<file path="config.mk">
export PLATFORM = sky130hd
export DESIGN_NAME = pwm_ref_loader
export DESIGN_NICKNAME = d
export VERILOG_FILES = /design/src/rtl/pwm_ref_loader_pkg.sv /design/src/rtl/pwm_duty_slew.sv /design/src/rtl/pwm_ref_loader.sv
export SDC_FILE = /design/constraint.sdc
export NUM_CORES = 1
export LEC_CHECK = 0
export BUFFER_PORTS_ARGS = -buffer_cell sky130_fd_sc_hd__buf_2
export CORE_MARGIN = 3
export CORE_UTILIZATION = 40
export CTS_CLUSTER_DIAMETER = 30
export DETAILED_ROUTE_END_ITERATION = 12
export GPL_TIMING_DRIVEN = 0
export PLACE_DENSITY_LB_ADDON = 0.08
export SLEW_MARGIN = 5
export SYNTH_ARGS = -nofsm -noshare
export SYNTH_HDL_FRONTEND = slang
export SYNTH_HIERARCHICAL = 1
export SYNTH_SLANG_ARGS = --single-unit
</file>
<file path="constraint.sdc">
create_clock -name clk -period 11.5 [get_ports clk]
set_input_delay 0.575 -clock clk [delete_from_list [all_inputs] [get_ports clk]]
set_output_delay 0.575 -clock clk [all_outputs]
set_load 0.01 [all_outputs]
</file>
<file path="src/rtl/pwm_ref_loader_pkg.sv">
// Shared definitions for the PWM reference loader.
//   PWM_WIDTH      : default data width of period/duty/dead_time/step_max
//   PWM_MIN_PERIOD : smallest period ever driven to the PWM core
//   state_t        : loader FSM state codes
package pwm_ref_loader_pkg;

  localparam int unsigned PWM_WIDTH      = 32;
  localparam int unsigned PWM_MIN_PERIOD = 2;

  typedef enum logic [1:0] {
    ST_IDLE    = 2'd0,
    ST_PENDING = 2'd1,
    ST_RAMP    = 2'd2
  } state_t;

endpackage : pwm_ref_loader_pkg

</file>
<file path="src/rtl/pwm_duty_slew.sv">
// Combinational duty slew limiter: moves cur toward target by at most step_max.
//   cur         in  WIDTH  present active duty
//   target      in  WIDTH  requested duty
//   step_max    in  WIDTH  largest allowed change; 0 = jump straight to target
//   next_duty_c out WIDTH  next duty, always between cur and target inclusive
module pwm_duty_slew
  import pwm_ref_loader_pkg::*;
#(
  parameter int unsigned WIDTH = PWM_WIDTH
) (
  input  logic [WIDTH-1:0] cur,
  input  logic [WIDTH-1:0] target,
  input  logic [WIDTH-1:0] step_max,
  output logic [WIDTH-1:0] next_duty_c
);

  logic signed [WIDTH:0] diff;
  logic        [WIDTH:0] mag;

  // Signed difference one bit wider than the operands so it can never wrap.
  always_comb begin
    diff = $signed({1'b0, target}) - $signed({1'b0, cur});
    mag  = diff[WIDTH] ? (WIDTH+1)'(-diff) : (WIDTH+1)'(diff);
    if ((step_max == '0) || (mag <= {1'b0, step_max})) begin
      next_duty_c = target;
    end else if (diff[WIDTH]) begin
      // mag > step_max here, so cur - step_max stays above target.
      next_duty_c = cur - step_max;
    end else begin
      next_duty_c = cur + step_max;
    end
  end

endmodule : pwm_duty_slew

</file>
<file path="src/rtl/pwm_ref_loader.sv">
// PWM reference loader: accepts period/duty/dead_time over valid/ready,
// sanitises them into shadow registers and applies them on ovf_trigger,
// slewing duty by at most step_max per PWM period.
//   clk, reset                  clock, async active-low reset
//   s_valid/s_ready             reference handshake (s_ready registered)
//   s_period/s_duty/s_dead_time requested reference
//   step_max                    max duty change per ovf (0 = single step)
//   ovf_trigger                 counter-wrap pulse from the PWM core
//   period/duty/dead_time       active values to the PWM core
//   busy                        loader not idle
//   clamp_flag                  last accepted reference was clamped
//   update_done                 pulse one cycle after duty reaches target
module pwm_ref_loader
  import pwm_ref_loader_pkg::*;
#(
  parameter int unsigned WIDTH      = PWM_WIDTH,
  parameter int unsigned RST_PERIOD = 10
) (
  input  logic             clk,
  input  logic             reset,
  input  logic             s_valid,
  output logic             s_ready,
  input  logic [WIDTH-1:0] s_period,
  input  logic [WIDTH-1:0] s_duty,
  input  logic [WIDTH-1:0] s_dead_time,
  input  logic [WIDTH-1:0] step_max,
  input  logic             ovf_trigger,
  output logic [WIDTH-1:0] period,
  output logic [WIDTH-1:0] duty,
  output logic [WIDTH-1:0] dead_time,
  output logic             busy,
  output logic             clamp_flag,
  output logic             update_done
);

  localparam logic [WIDTH-1:0] MIN_P = WIDTH'(PWM_MIN_PERIOD);
  localparam logic [WIDTH-1:0] RST_P = WIDTH'(RST_PERIOD);

  state_t           state_q, state_d;
  logic [WIDTH-1:0] period_q, period_d;
  logic [WIDTH-1:0] duty_q, duty_d;
  logic [WIDTH-1:0] dead_q, dead_d;
  logic [WIDTH-1:0] sh_period_q, sh_period_d;
  logic [WIDTH-1:0] sh_duty_q, sh_duty_d;
  logic [WIDTH-1:0] sh_dead_q, sh_dead_d;
  logic             s_ready_q, s_ready_d;
  logic             busy_q, busy_d;
  logic             clamp_q, clamp_d;
  logic             done_arm_q, done_arm_d;
  logic             update_done_q, update_done_d;

  logic             accept;
  logic             stepping;
  logic             reach;
  logic [WIDTH-1:0] san_p, san_d, san_t, half_p;
  logic             san_clamp;
  logic [WIDTH-1:0] slew_cur, slew_next;

  // Handshake and step qualifiers.
  always_comb begin
    accept   = s_valid && s_ready_q;
    stepping = ovf_trigger && (state_q != ST_IDLE);
    // A retarget on the same ovf never counts as completion.
    reach    = stepping && (slew_next == sh_duty_q) && !accept;
  end

  // Sanitise the incoming reference.
  always_comb begin
    san_p     = (s_period < MIN_P) ? MIN_P : s_period;
    half_p    = san_p >> 1;
    san_d     = (s_duty > san_p) ? san_p : s_duty;
    san_t     = (s_dead_time > half_p) ? half_p : s_dead_time;
    san_clamp = (s_period < MIN_P) || (s_duty > san_p) || (s_dead_time > half_p);
  end

  // When the new period is applied, duty is first clipped to it, then stepped.
  always_comb begin
    if (state_q == ST_PENDING) begin
      slew_cur = (duty_q > sh_period_q) ? sh_period_q : duty_q;
    end else begin
      slew_cur = duty_q;
    end
  end

  pwm_duty_slew #(
    .WIDTH(WIDTH)
  ) u_slew (
    .cur        (slew_cur),
    .target     (sh_duty_q),
    .step_max   (step_max),
    .next_duty_c(slew_next)
  );

  // FSM state register.
  always_ff @(posedge clk or negedge reset) begin
    if (!reset) begin
      state_q <= ST_IDLE;
    end else begin
      state_q <= state_d;
    end
  end

  // FSM next state.
  always_comb begin
    state_d = state_q;
    case (state_q)
      ST_IDLE: begin
        if (accept) state_d = ST_PENDING;
      end
      ST_PENDING: begin
        if (ovf_trigger) state_d = reach ? ST_IDLE : ST_RAMP;
      end
      ST_RAMP: begin
        if (accept)     state_d = ST_PENDING;
        else if (reach) state_d = ST_IDLE;
      end
      default: state_d = ST_IDLE;
    endcase
  end

  // FSM outputs and datapath next values.
  always_comb begin
    period_d      = period_q;
    duty_d        = duty_q;
    dead_d        = dead_q;
    sh_period_d   = sh_period_q;
    sh_duty_d     = sh_duty_q;
    sh_dead_d     = sh_dead_q;
    clamp_d       = clamp_q;
    if (accept) begin
      sh_period_d = san_p;
      sh_duty_d   = san_d;
      sh_dead_d   = san_t;
      clamp_d     = san_clamp;
    end
    if (stepping) begin
      duty_d = slew_next;
      if (state_q == ST_PENDING) begin
        period_d = sh_period_q;
        dead_d   = sh_dead_q;
      end
    end
    s_ready_d     = (state_d != ST_PENDING);
    // Busy is held over the completion edge so it drops with update_done.
    busy_d        = (state_d != ST_IDLE) || reach;
    done_arm_d    = reach;
    update_done_d = done_arm_q;
  end

  // Datapath and output registers.
  always_ff @(posedge clk or negedge reset) begin
    if (!reset) begin
      period_q      <= RST_P;
      duty_q        <= '0;
      dead_q        <= '0;
      sh_period_q   <= RST_P;
      sh_duty_q     <= '0;
      sh_dead_q     <= '0;
      s_ready_q     <= 1'b0;
      busy_q        <= 1'b0;
      clamp_q       <= 1'b0;
      done_arm_q    <= 1'b0;
      update_done_q <= 1'b0;
    end else begin
      period_q      <= period_d;
      duty_q        <= duty_d;
      dead_q        <= dead_d;
      sh_period_q   <= sh_period_d;
      sh_duty_q     <= sh_duty_d;
      sh_dead_q     <= sh_dead_d;
      s_ready_q     <= s_ready_d;
      busy_q        <= busy_d;
      clamp_q       <= clamp_d;
      done_arm_q    <= done_arm_d;
      update_done_q <= update_done_d;
    end
  end

  assign period      = period_q;
  assign duty        = duty_q;
  assign dead_time   = dead_q;
  assign s_ready     = s_ready_q;
  assign busy        = busy_q;
  assign clamp_flag  = clamp_q;
  assign update_done = update_done_q;

endmodule : pwm_ref_loader

</file>
==> impl_results.md <==
* Status: finished clean
* Final Hold Vio Count at 0
* DR vias at 15,458
* Routed wl met2 at 26,600 um
* Compound-cell area share of the yosys netlist at 0.181
* Setup Crit Path Kind: register to register
* Tcrit/Tclk final at 0.950
* Count of input and output buffers at 231
* Final Setup Violations at 0
* Largest net degree at the start of global routing at 103
* Largest family of logic cells by synthesized area: compound AO/OA/AOI/OAI gates
* Post-synth EDFFs at 0
* Max-slew violation count at 0
* Highest metal used: met5
* Total GRT Usage at 0.258
* Drt pass-1 iters at 5
* Largest cells by area after synthesis: dfrtp_1, ha_1, mux2_2, nand2_1, xnor2_1
* Clock sinks at 199
* Worst-margin pin slew at 1.18 ns
* Wirelength, routed at 58,800 um
* Vias per cell at 5.63
* Max Cap Viol at 0
* Syn_nets at 2,261
* Wirelength per Cell at 21.4 um
* Layout Skew at 0.00965 ns
* Unrepaired setup endpoints after global routing: false
* Dpl hpwl at 48,800 um
* Register area at 4980 um2
* Share of layout cells above drive strength 1 at 0.198
* Netlist cell types at 87
* Die area at 45,400 um2
* Cells after Synth at 1,937
* First-pass GRT wire length at 89,400 um
* Root Driver: clkbuf_16
* Count leader, synth: nand2_1
* Asr flop ratio synth at 1.00
* Antenna-violating nets left at 0
* Crit. End Element: register
* Worst setup margin at 0.575 ns
* Post-Route M1 WL at 28,400 um
* Area occupied by multi-input gates at 11,300 um2
* Post-layout minimum cycle time at 10.93 ns
* Fmax at 91.5 MHz
* Core Rows at 75
* Filler cells at 4,189
* Clk_lat worst skew at 0.46 ns
* Post-synthesis mux area share at 0.126
* Num CTS Buffers at 17
* Synthesized area per cell at 8.86 um2
* Setup TNS at 0 ns
* Clock buffer depth at 2
* Gr ovfl total at 0
* Mapped Area at 17,200 um2
* WP data arrival at 11.33 ns
* Layout Cells excl Fill at 2,744
* Register area share after synthesis at 0.290
* Max incr delay on CP at 0.49 ns
* Nature of the critical path startpoint: register
* Top Family by Delay on Critical Path: compound AO/OA/AOI/OAI gates
* Post-synthesis xor/xnor area fraction at 0.0653
* Area Growth Syn to Fin at 14.8%
* Top FF cell, synth: dfrtp_1
* CTS tree: done
* Rel. slew slack at 0.206
* Die W at 213 um
* H-tree depth at 4
* Simple-gate share of the synthesized area at 0.146
* Starting Density at 0.407
* Cell taking the most area after synthesis: dfrtp_1
* WP data required at 11.90 ns
* DP Worst Slack at -0.111 ns
* Post-synthesis adder-cell area fraction at 0.141
* Crit path max-delay cell type: a311o_1
* Register bit count reported by yosys at 199
* Cells after DPL at 2,709
* Worst-path maximum fanout at 10
* Initial antenna violation count at 3
* Worst path bufs/invs at 4
* Ports at 232
* Die Ht at 213 um
* DR iter-0 viols at 1,136
* Final #Nets at 2,514
* Synth warn at 6
* Routed wl met3 at 2700 um
* CP dominant cell by count: a21o_1
* Core outline area at 42,100 um2
* Vias in the first global route at 15,267
* Top cell type's share of synthesized area at 0.284
* Synth cell count leaders: nand2_1, dfrtp_1, ha_1
* Final GP Congestion at 0.901
* CTS clock-pin slew for the worst setup and hold paths at 0.07 ns
* Hold crit path type: input port to asynchronous set/reset pin
* DRC viols at 0
[worst paths after layout]
check	from	endpoint	slack (ns)	cells past startpoint
setup / recovery	duty[17]	busy	0.57	37
min in group clk	done_arm_q	update_done	0.38	0
setup reg to reg	duty[17]	busy	0.57	37
hold reg to reg	done_arm_q	update_done	0.38	0
hold / removal	reset	sh_dead_q[28]	0.17	1
max in group asynchronous	reset	period[3]	10.35	2
[metrics by stage]
stage / utilization / instance area [um2] / hold WS (ns)
after CTS: 0.467 / 19700 / 0.189
final: 0.468 / 19700 / 0.174
after floorplan: - / 17200 / 0.279
after global routing: 0.468 / 19700 / 0.225
after global placement: 0.451 / 19000 / 0.333
after detailed placement: 0.452 / 19000 / 0.358
[cell families (layout without fill, tap and decap cells)]
family / count (synthesis) / after routing
simple gates: 512 / 512
compound gates: 504 / 504
buf+inv: 212 / 478
flops: 199 / 199
fa+ha+maj: 192 / 192
mux: 190 / 190
xor+xnor: 128 / 128
other cells: 0 / 2
[layout by cell type (no fill, tap or decap), types with 27 or more instances in the layout]
cell / n
clkbuf_1: 37
nand3_1: 29
nor2_1: 88
a21oi_1: 115
nor3_1: 27
mux2i_1: 65
xnor2_1: 85
dfrtp_1: 195
o21ai_0: 141
buf_2: 238
ha_1: 190
o21ai_1: 66
a21o_1: 35
xor2_1: 43
mux2_2: 83
inv_1: 146
nand4_1: 40
nand2_1: 213
[timing repair]
action | 4_1_cts | 5_1_grt
buffers inserted | 0 | 1
gates resized for setup | 1 | 15
pin swaps | 0 | 1
endpoints found under the setup margin | 3 | 3
hold buffers | 0 | 0
[flip-flops by register name, indices dropped and copies added (netlist names)]
signal / count
busy: 1
clamp_flag: 1
dead_time: 32
done_arm_q: 1
duty: 32
period: 32
s_ready: 1
sh_dead_q: 32
sh_duty_q: 32
sh_period_q: 32
state_q: 2
update_done: 1
[area by class of cell]
type / count / area share
Inverter: 146 / 0.0278
Multi-Input combinational cell: 1526 / 0.575
Clock inverter: 15 / 0.00978
Buffer: 66 / 0.0168
Timing Repair Buffer: 234 / 0.0612
Tap cell: 539 / 0.0342
Antenna cell: 2 / 0.000254
Sequential cell: 199 / 0.253
Clock buffer: 17 / 0.0216
[metal layers]
| layer | GRT usage | up-vias |
|---|---|---|
| met3 | 0.0344 | 59 |
| met5 | 0 | - |
| met4 | 0.0611 | 2 |
| li1 | - | 7484 |
| met2 | 0.414 | 372 |
| met1 | 0.370 | 7541 |
Power is not shown: default switching activity piles up to over one toggle a cycle in this logic, so the estimate is an artifact.
